### src/rtl/clint_int_gen.sv
// Core-local interrupt generator: mtime/mtimecmp timer, msip, synchronised external request.
// Define CLINT_DEBUG_REQ_EN to add the debug_req_in path; otherwise debug_int is tied to 0.
module clint_int_gen #(
  parameter int unsigned PRESCALE = 1
) (
  input  logic        CLK,
  input  logic        RST,
  input  logic [4:0]  bus_addr,
  input  logic        bus_wen,
  input  logic        bus_ren,
  input  logic [31:0] bus_wdata,
  output logic [31:0] bus_rdata,
  output logic        bus_rvalid,
  output logic        bus_err,
  input  logic        ext_irq_in,
`ifdef CLINT_DEBUG_REQ_EN
  input  logic        debug_req_in,
`endif
  output logic [63:0] mtime,
  output logic        timer_int,
  output logic        soft_int,
  output logic        ext_int,
  output logic        debug_int,
  input  logic        timer_int_clear,
  input  logic        soft_int_clear,
  input  logic        ext_int_clear,
  input  logic        debug_int_clear
);

  localparam logic [15:0] PRESC_MAX = 16'(PRESCALE - 1);

  logic [2:0]  widx;
  logic        mapped;
  logic        rd_acc;
  logic        wr_msip, wr_cmp_lo, wr_cmp_hi, wr_time_lo, wr_time_hi;
  logic [15:0] presc;
  logic        tick;
  logic [63:0] mtimecmp;
  logic        cmp_hit;
  logic        timer_ack, timer_ack_nxt;
  logic [31:0] rdata_mux;
  logic [2:0]  ext_sh;
  logic        ext_edge;
  logic        unused_bits;

  assign widx       = bus_addr[4:2];
  assign mapped     = (widx <= 3'd4);
  assign rd_acc     = bus_ren & ~bus_wen;
  assign wr_msip    = bus_wen & (widx == 3'd0);
  assign wr_cmp_lo  = bus_wen & (widx == 3'd1);
  assign wr_cmp_hi  = bus_wen & (widx == 3'd2);
  assign wr_time_lo = bus_wen & (widx == 3'd3);
  assign wr_time_hi = bus_wen & (widx == 3'd4);
  assign unused_bits = ^bus_addr[1:0];

  assign tick = (presc == PRESC_MAX);

  // A bus write to either mtime half pre-empts the increment and restarts the prescaler.
  always_ff @(posedge CLK or posedge RST) begin
    if (RST) begin
      mtime <= 64'd0;
      presc <= 16'd0;
    end else if (wr_time_lo || wr_time_hi) begin
      presc <= 16'd0;
      if (wr_time_lo) mtime[31:0]  <= bus_wdata;
      if (wr_time_hi) mtime[63:32] <= bus_wdata;
    end else if (tick) begin
      presc <= 16'd0;
      mtime <= mtime + 64'd1;
    end else begin
      presc <= presc + 16'd1;
    end
  end

  always_ff @(posedge CLK or posedge RST) begin
    if (RST) begin
      mtimecmp <= '1;
    end else begin
      if (wr_cmp_lo) mtimecmp[31:0]  <= bus_wdata;
      if (wr_cmp_hi) mtimecmp[63:32] <= bus_wdata;
    end
  end

  assign cmp_hit = (mtime >= mtimecmp);

  always_comb begin
    timer_ack_nxt = timer_ack;
    if (wr_cmp_lo || wr_cmp_hi) timer_ack_nxt = 1'b0;
    else if (timer_int_clear)   timer_ack_nxt = 1'b1;
  end

  always_ff @(posedge CLK or posedge RST) begin
    if (RST) begin
      timer_ack <= 1'b0;
      timer_int <= 1'b0;
    end else begin
      timer_ack <= timer_ack_nxt;
      timer_int <= cmp_hit & ~timer_ack_nxt;
    end
  end

  always_ff @(posedge CLK or posedge RST) begin
    if (RST)                 soft_int <= 1'b0;
    else if (wr_msip)        soft_int <= bus_wdata[0];
    else if (soft_int_clear) soft_int <= 1'b0;
  end

  // Two synchroniser stages plus a history flop for rising-edge detection.
  assign ext_edge = ext_sh[1] & ~ext_sh[2];

  always_ff @(posedge CLK or posedge RST) begin
    if (RST) begin
      ext_sh  <= 3'b000;
      ext_int <= 1'b0;
    end else begin
      ext_sh <= {ext_sh[1:0], ext_irq_in};
      if (ext_edge)           ext_int <= 1'b1;
      else if (ext_int_clear) ext_int <= 1'b0;
    end
  end

`ifdef CLINT_DEBUG_REQ_EN
  logic [2:0] dbg_sh;
  logic       dbg_edge;

  assign dbg_edge = dbg_sh[1] & ~dbg_sh[2];

  always_ff @(posedge CLK or posedge RST) begin
    if (RST) begin
      dbg_sh    <= 3'b000;
      debug_int <= 1'b0;
    end else begin
      dbg_sh <= {dbg_sh[1:0], debug_req_in};
      if (dbg_edge)             debug_int <= 1'b1;
      else if (debug_int_clear) debug_int <= 1'b0;
    end
  end
`else
  logic unused_dbg;
  assign unused_dbg = debug_int_clear;
  assign debug_int  = 1'b0;
`endif

  always_comb begin
    rdata_mux = 32'd0;
    case (widx)
      3'd0:    rdata_mux = {31'd0, soft_int};
      3'd1:    rdata_mux = mtimecmp[31:0];
      3'd2:    rdata_mux = mtimecmp[63:32];
      3'd3:    rdata_mux = mtime[31:0];
      3'd4:    rdata_mux = mtime[63:32];
      default: rdata_mux = 32'd0;
    endcase
  end

  always_ff @(posedge CLK or posedge RST) begin
    if (RST) begin
      bus_rdata  <= 32'd0;
      bus_rvalid <= 1'b0;
      bus_err    <= 1'b0;
    end else begin
      bus_rvalid <= rd_acc;
      bus_err    <= (bus_wen | bus_ren) & ~mapped;
      bus_rdata  <= rd_acc ? rdata_mux : 32'd0;
    end
  end

endmodule

### config.mk
export PLATFORM = sky130hd
export DESIGN_NAME = clint_int_gen
export DESIGN_NICKNAME = d
export VERILOG_FILES = /design/src/rtl/clint_int_gen.sv
export SDC_FILE = /design/constraint.sdc
export NUM_CORES = 1
export LEC_CHECK = 0
export ABC_AREA = 1
export ABC_CLOCK_PERIOD_IN_PS = 8500
export CAP_MARGIN = 20
export CORE_ASPECT_RATIO = 0.9
export CORE_MARGIN = 5
export CORE_UTILIZATION = 36
export DETAILED_ROUTE_END_ITERATION = 8
export HOLD_SLACK_MARGIN = 0.05
export PLACE_DENSITY = 0.66
export SYNTH_ARGS = -nofsm -noshare
export SYNTH_HDL_FRONTEND = slang
export SYNTH_SLANG_ARGS = --single-unit
### constraint.sdc
create_clock -name CLK -period 8.5 [get_ports CLK]
set_clock_uncertainty 0.1 [all_clocks]
set_input_delay 2.125 -clock CLK [delete_from_list [all_inputs] [get_ports CLK]]
set_output_delay 2.125 -clock CLK [all_outputs]
set_load 0.1 [all_outputs]
==> reports/results.md <==
| Group | Metric | This run |
|---|---|---|
| setup path | Arrival @ worst endpoint | 5260 ps |
| yosys | Total standard cell area after synthesis | 0.01178 mm2 |
| yosys | Top area cells in the synthesized netlist | sky130_fd_sc_hd__dfrtp_1 26%, sky130_fd_sc_hd__dfstp_2 14%, sky130_fd_sc_hd__nand2_1 13% |
| yosys | Post-synth cell types | 44 |
| drt | Residual DRC | 0 |
| setup path | Worst Setup End Kind | flop |
| finish | Register area | 0.004710 mm2 |
| sta | Crit share post-route | 58.80% |
| sta | Maximum clock frequency | 0.2001 GHz |
| setup path | Max FO, Critical Path | 54 |
| place | Weighted congestion at the end of routability-driven global placement | 0.9783 |
| global route | Number of global-route vias before repair | 11413 |
| sta | Total setup violations reported at the end of the flow | 0 |
| clock network | Number of H-tree branching levels | 4 |
| yosys | Most area-hungry cell type in the Yosys netlist | sky130_fd_sc_hd__dfrtp_1 |
| clock network | CTS Buf Count | 17 |
| finish | Fraction of final layout cells with drive strength greater than 1 | 7.368% |
| drt | DRT Pass-1 Iters | 5 |
| sta | Worst slew slack as a fraction of its limit | 31.16% |
| drt | Detailed Route Iter0 Violations | 1075 |
| sta | Final max-slew violation count | 0 |
| pwr | Total power divided by cell area | 370.5 mW/mm2 |
| finish | Non-filler instance count after layout | 2194 |
| yosys | Prevailing post-synth register cell | sky130_fd_sc_hd__dfrtp_1 |
| clock network | Number of buffers inserted to repair setup after CTS | 0 |
| global route | Overflow left after global routing | 0 |
| die | Total Die Area | 0.03644 mm2 |
| yosys | Synth cell count leaders | 406 x sky130_fd_sc_hd__nand2_1, 260 x sky130_fd_sc_hd__nor2_1, 215 x sky130_fd_sc_hd__inv_1 |
| global route | Largest net degree at the start of global routing | 117 |
| hold path | Path class of the lowest-slack min-delay path | reg -> reg |
| clock network | Sinks on Clock Net | 185 |
| finish | Area of the multi-input gates | 0.006026 mm2 |
| setup path | Beginning of the critical path | bus_addr[4] |
| setup path | Depth of the worst register-to-register path | 12 |
| yosys | Syn Nets | 1756 |
| setup path | R2R setup slack | 5710 ps |
| yosys | Post-synthesis async set-or-reset flop share | 100.0% |
| die | Starting utilization of the core area | 36.67% |
| sta | Min Tclk post-route | 4998 ps |
| finish | Antenna Diode Count | 0 |
| setup path | Worst setup path class | in -> reg |
| setup path | Reg2reg start | mtime[1] |
| global route | Wire length of the first global-routing pass | 66.25 mm |
| global route | Overall fraction of global-route tracks in use | 22.92% |
| sta | Setup_tns | 0 ps |
| die | Core area | 0.03212 mm2 |
| yosys | Portion of the post-synthesis area used by sequential elements | 39.99% |
| place | Cell Count Post-Placement | 2161 |
| hold path | Hold-critical path depth | 0 |
| yosys | Synthesized instance count | 1643 |
| sta | Setup repair after global routing missed its margin | false |
| die | DIE WIDTH | 200.7 um |
| global route | Initial antenna violation count | 1 |
| drt | Post-DR wirelength/cell | 19.24 um |
| yosys | Mapped Avg Cell Area | 7.168 um2 |
| yosys | Number of enable-type register cells in the synthesized netlist | 0 |
| run | Number of max-capacitance violations reported | 0 |
| finish | FILL cells | 3303 |
| drt | Final Routed Wirelength | 42.21 mm |
| yosys | Cell with the most instances after synthesis | sky130_fd_sc_hd__nand2_1 |
| drt | DR vias/cell | 5.309 |
| clock network | CTS tree | done |
| clock network | Clock latency at the later pin of the worst-skew pair | 450 ps |
| sta | Final hold vios | 0 |
| finish | Layout overhead on the synthesized area | 20.33% |
| yosys | Register bit total from synthesis | 185 |
| place | HPWL after DPL | 32.39 mm |
| clock network | Max clock buf depth | 2 |
| clock network | Clock slew seen by the registers of the worst setup and hold paths | 80 ps |
| setup path | Last element of the critical path | mtime[22] |
| place | IO buf count | 143 |
| drt | Vias after detailed routing | 11648 |
| setup path | Data required, critical path | 8760 ps |
| outcome | Outcome | completed |
| sta | Measured slew at the worst slew-check pin | 1029 ps |
| pwr | Leak Pwr | 6.447 nW |
| yosys | Yosys warns | 0 |
| clock network | Number of buffers added to fix hold violations after cts | 0 |
| clock network | Root buffer selected by CTS | sky130_fd_sc_hd__clkbuf_16 |
| finish | Number of nets in the final layout | 1878 |
| die | Num rows | 62 |
| pwr | Max rail drop VDD | 0.2666 mV |
| setup path | Critical register-to-register path endpoint | mtime[46] |
| yosys | Fraction of post-synthesis cell area in the top cell type by area | 25.71% |
| drt | Antenna Nets Post-Route | 0 |
| finish | Final Core Density | 44.13% |
| setup path | Critical path startpoint category | primary input |
| die | Vert. Die Dim | 181.6 um |
| die | Top-Level Pins | 148 |
| sta | Tightest hold margin | 259.9 ps |
| clock network | Post-CTS Resized | 0 |
power by group:
part           internal [W]  total (W)  switching, W
combinational      0.000768    0.00296       0.00219
sequential          0.00115    0.00150      0.000350
clock              0.000387   0.000793      0.000406
total               0.00230    0.00525       0.00295
worst max-delay path: stages:
cell and delay, ps:
sky130_fd_sc_hd__clkdlybuf4s50_1 610, sky130_fd_sc_hd__nor2_4 440, sky130_fd_sc_hd__nand3_2 180, sky130_fd_sc_hd__nand2_4 510
sky130_fd_sc_hd__inv_2 450, sky130_fd_sc_hd__buf_4 400, sky130_fd_sc_hd__nor2_1 230, sky130_fd_sc_hd__nor2_1 70
sky130_fd_sc_hd__a22oi_1 170
cell type report:
class                   instances  share of cell area, %
flip-flops and latches        185                  33.23
inverters                     218                  5.844
clock buffers                  17                  3.002
well taps                     416                  3.673
repair buffers                155                  10.79
clock inverters                15                 0.9446
multi-input cells            1188                  42.52
flip-flops by register name, summed over array words and instances, names as in the netlist:
name,cells
bus_rdata,32
mtimecmp,64
timer_ack,1
mtime,64
soft_int,1
ext_sh,3
presc,16
timer_int,1
ext_int,1
bus_err,1
bus_rvalid,1
metrics by stage:
stage	total power, W	setup WS [ps]	cell area, um2
global route	0.005588	3359	14170
floorplan	0.003595	1352	11780
detailed placement	0.004452	3115	13600
CTS	0.005264	3581	14160
finish	0.005251	3502	14170
global placement	0.004406	3112	13600
cell families (layout without fill, tap and decap cells):
group | count (synthesis) | count (layout) | share of synthesized area [%]
AND/OR/NAND/NOR | 800 | 800 | 27.88
AO/OA/AOI/OAI | 300 | 300 | 14.52
buffers and inverters | 270 | 405 | 8.977
flip-flops | 185 | 185 | 39.99
adder cells (fa/ha/maj) | 67 | 67 | 7.118
XOR/XNOR | 20 | 20 | 1.487
other | 1 | 1 | 0.03184
worst min path at each step:
stage | start | endpoint | slack [ps]
final | ext_sh[0] | ext_sh[1] | 260
after floorplan | ext_sh[0] | ext_sh[1] | 230
after global routing | ext_sh[0] | ext_sh[1] | 270
after global placement | ext_sh[0] | ext_sh[1] | 240
after CTS | ext_sh[0] | ext_sh[1] | 270
after detailed placement | ext_sh[0] | ext_sh[1] | 240
placed cells by master (no fill, tap or decap), drive strengths merged, types with 2 or more instances in the layout:
cell type | Yosys | routed
nor3b | 2 | 2
nor2 | 267 | 267
nand3b | 4 | 4
a21o | 3 | 3
clkdlybuf4s50 | 0 | 143
clkbuf | 22 | 17
dfstp | 64 | 64
o21ai | 140 | 140
buf | 30 | 12
clkinvlp | 0 | 2
nand3 | 57 | 57
a31oi | 6 | 6
xnor2 | 3 | 3
inv | 218 | 226
clkinv | 0 | 5
xor2 | 17 | 17
nor4 | 2 | 2
a221oi | 31 | 31
dfrtp | 121 | 121
ha | 67 | 67
nand2 | 409 | 409
nor3 | 37 | 37
o22ai | 27 | 27
nand4 | 20 | 20
a22oi | 6 | 6
a21oi | 83 | 83
routing by layer:
| layer | wire length, um | GRT usage, % |
|---|---|---|
| met5 | 13 | 0 |
| met4 | 842 | 6.358 |
| met3 | 2686 | 4.513 |
| met2 | 18590 | 35.68 |
| met1 | 20080 | 32.65 |
No activity file was read; power rests on OpenSTA's default activity.
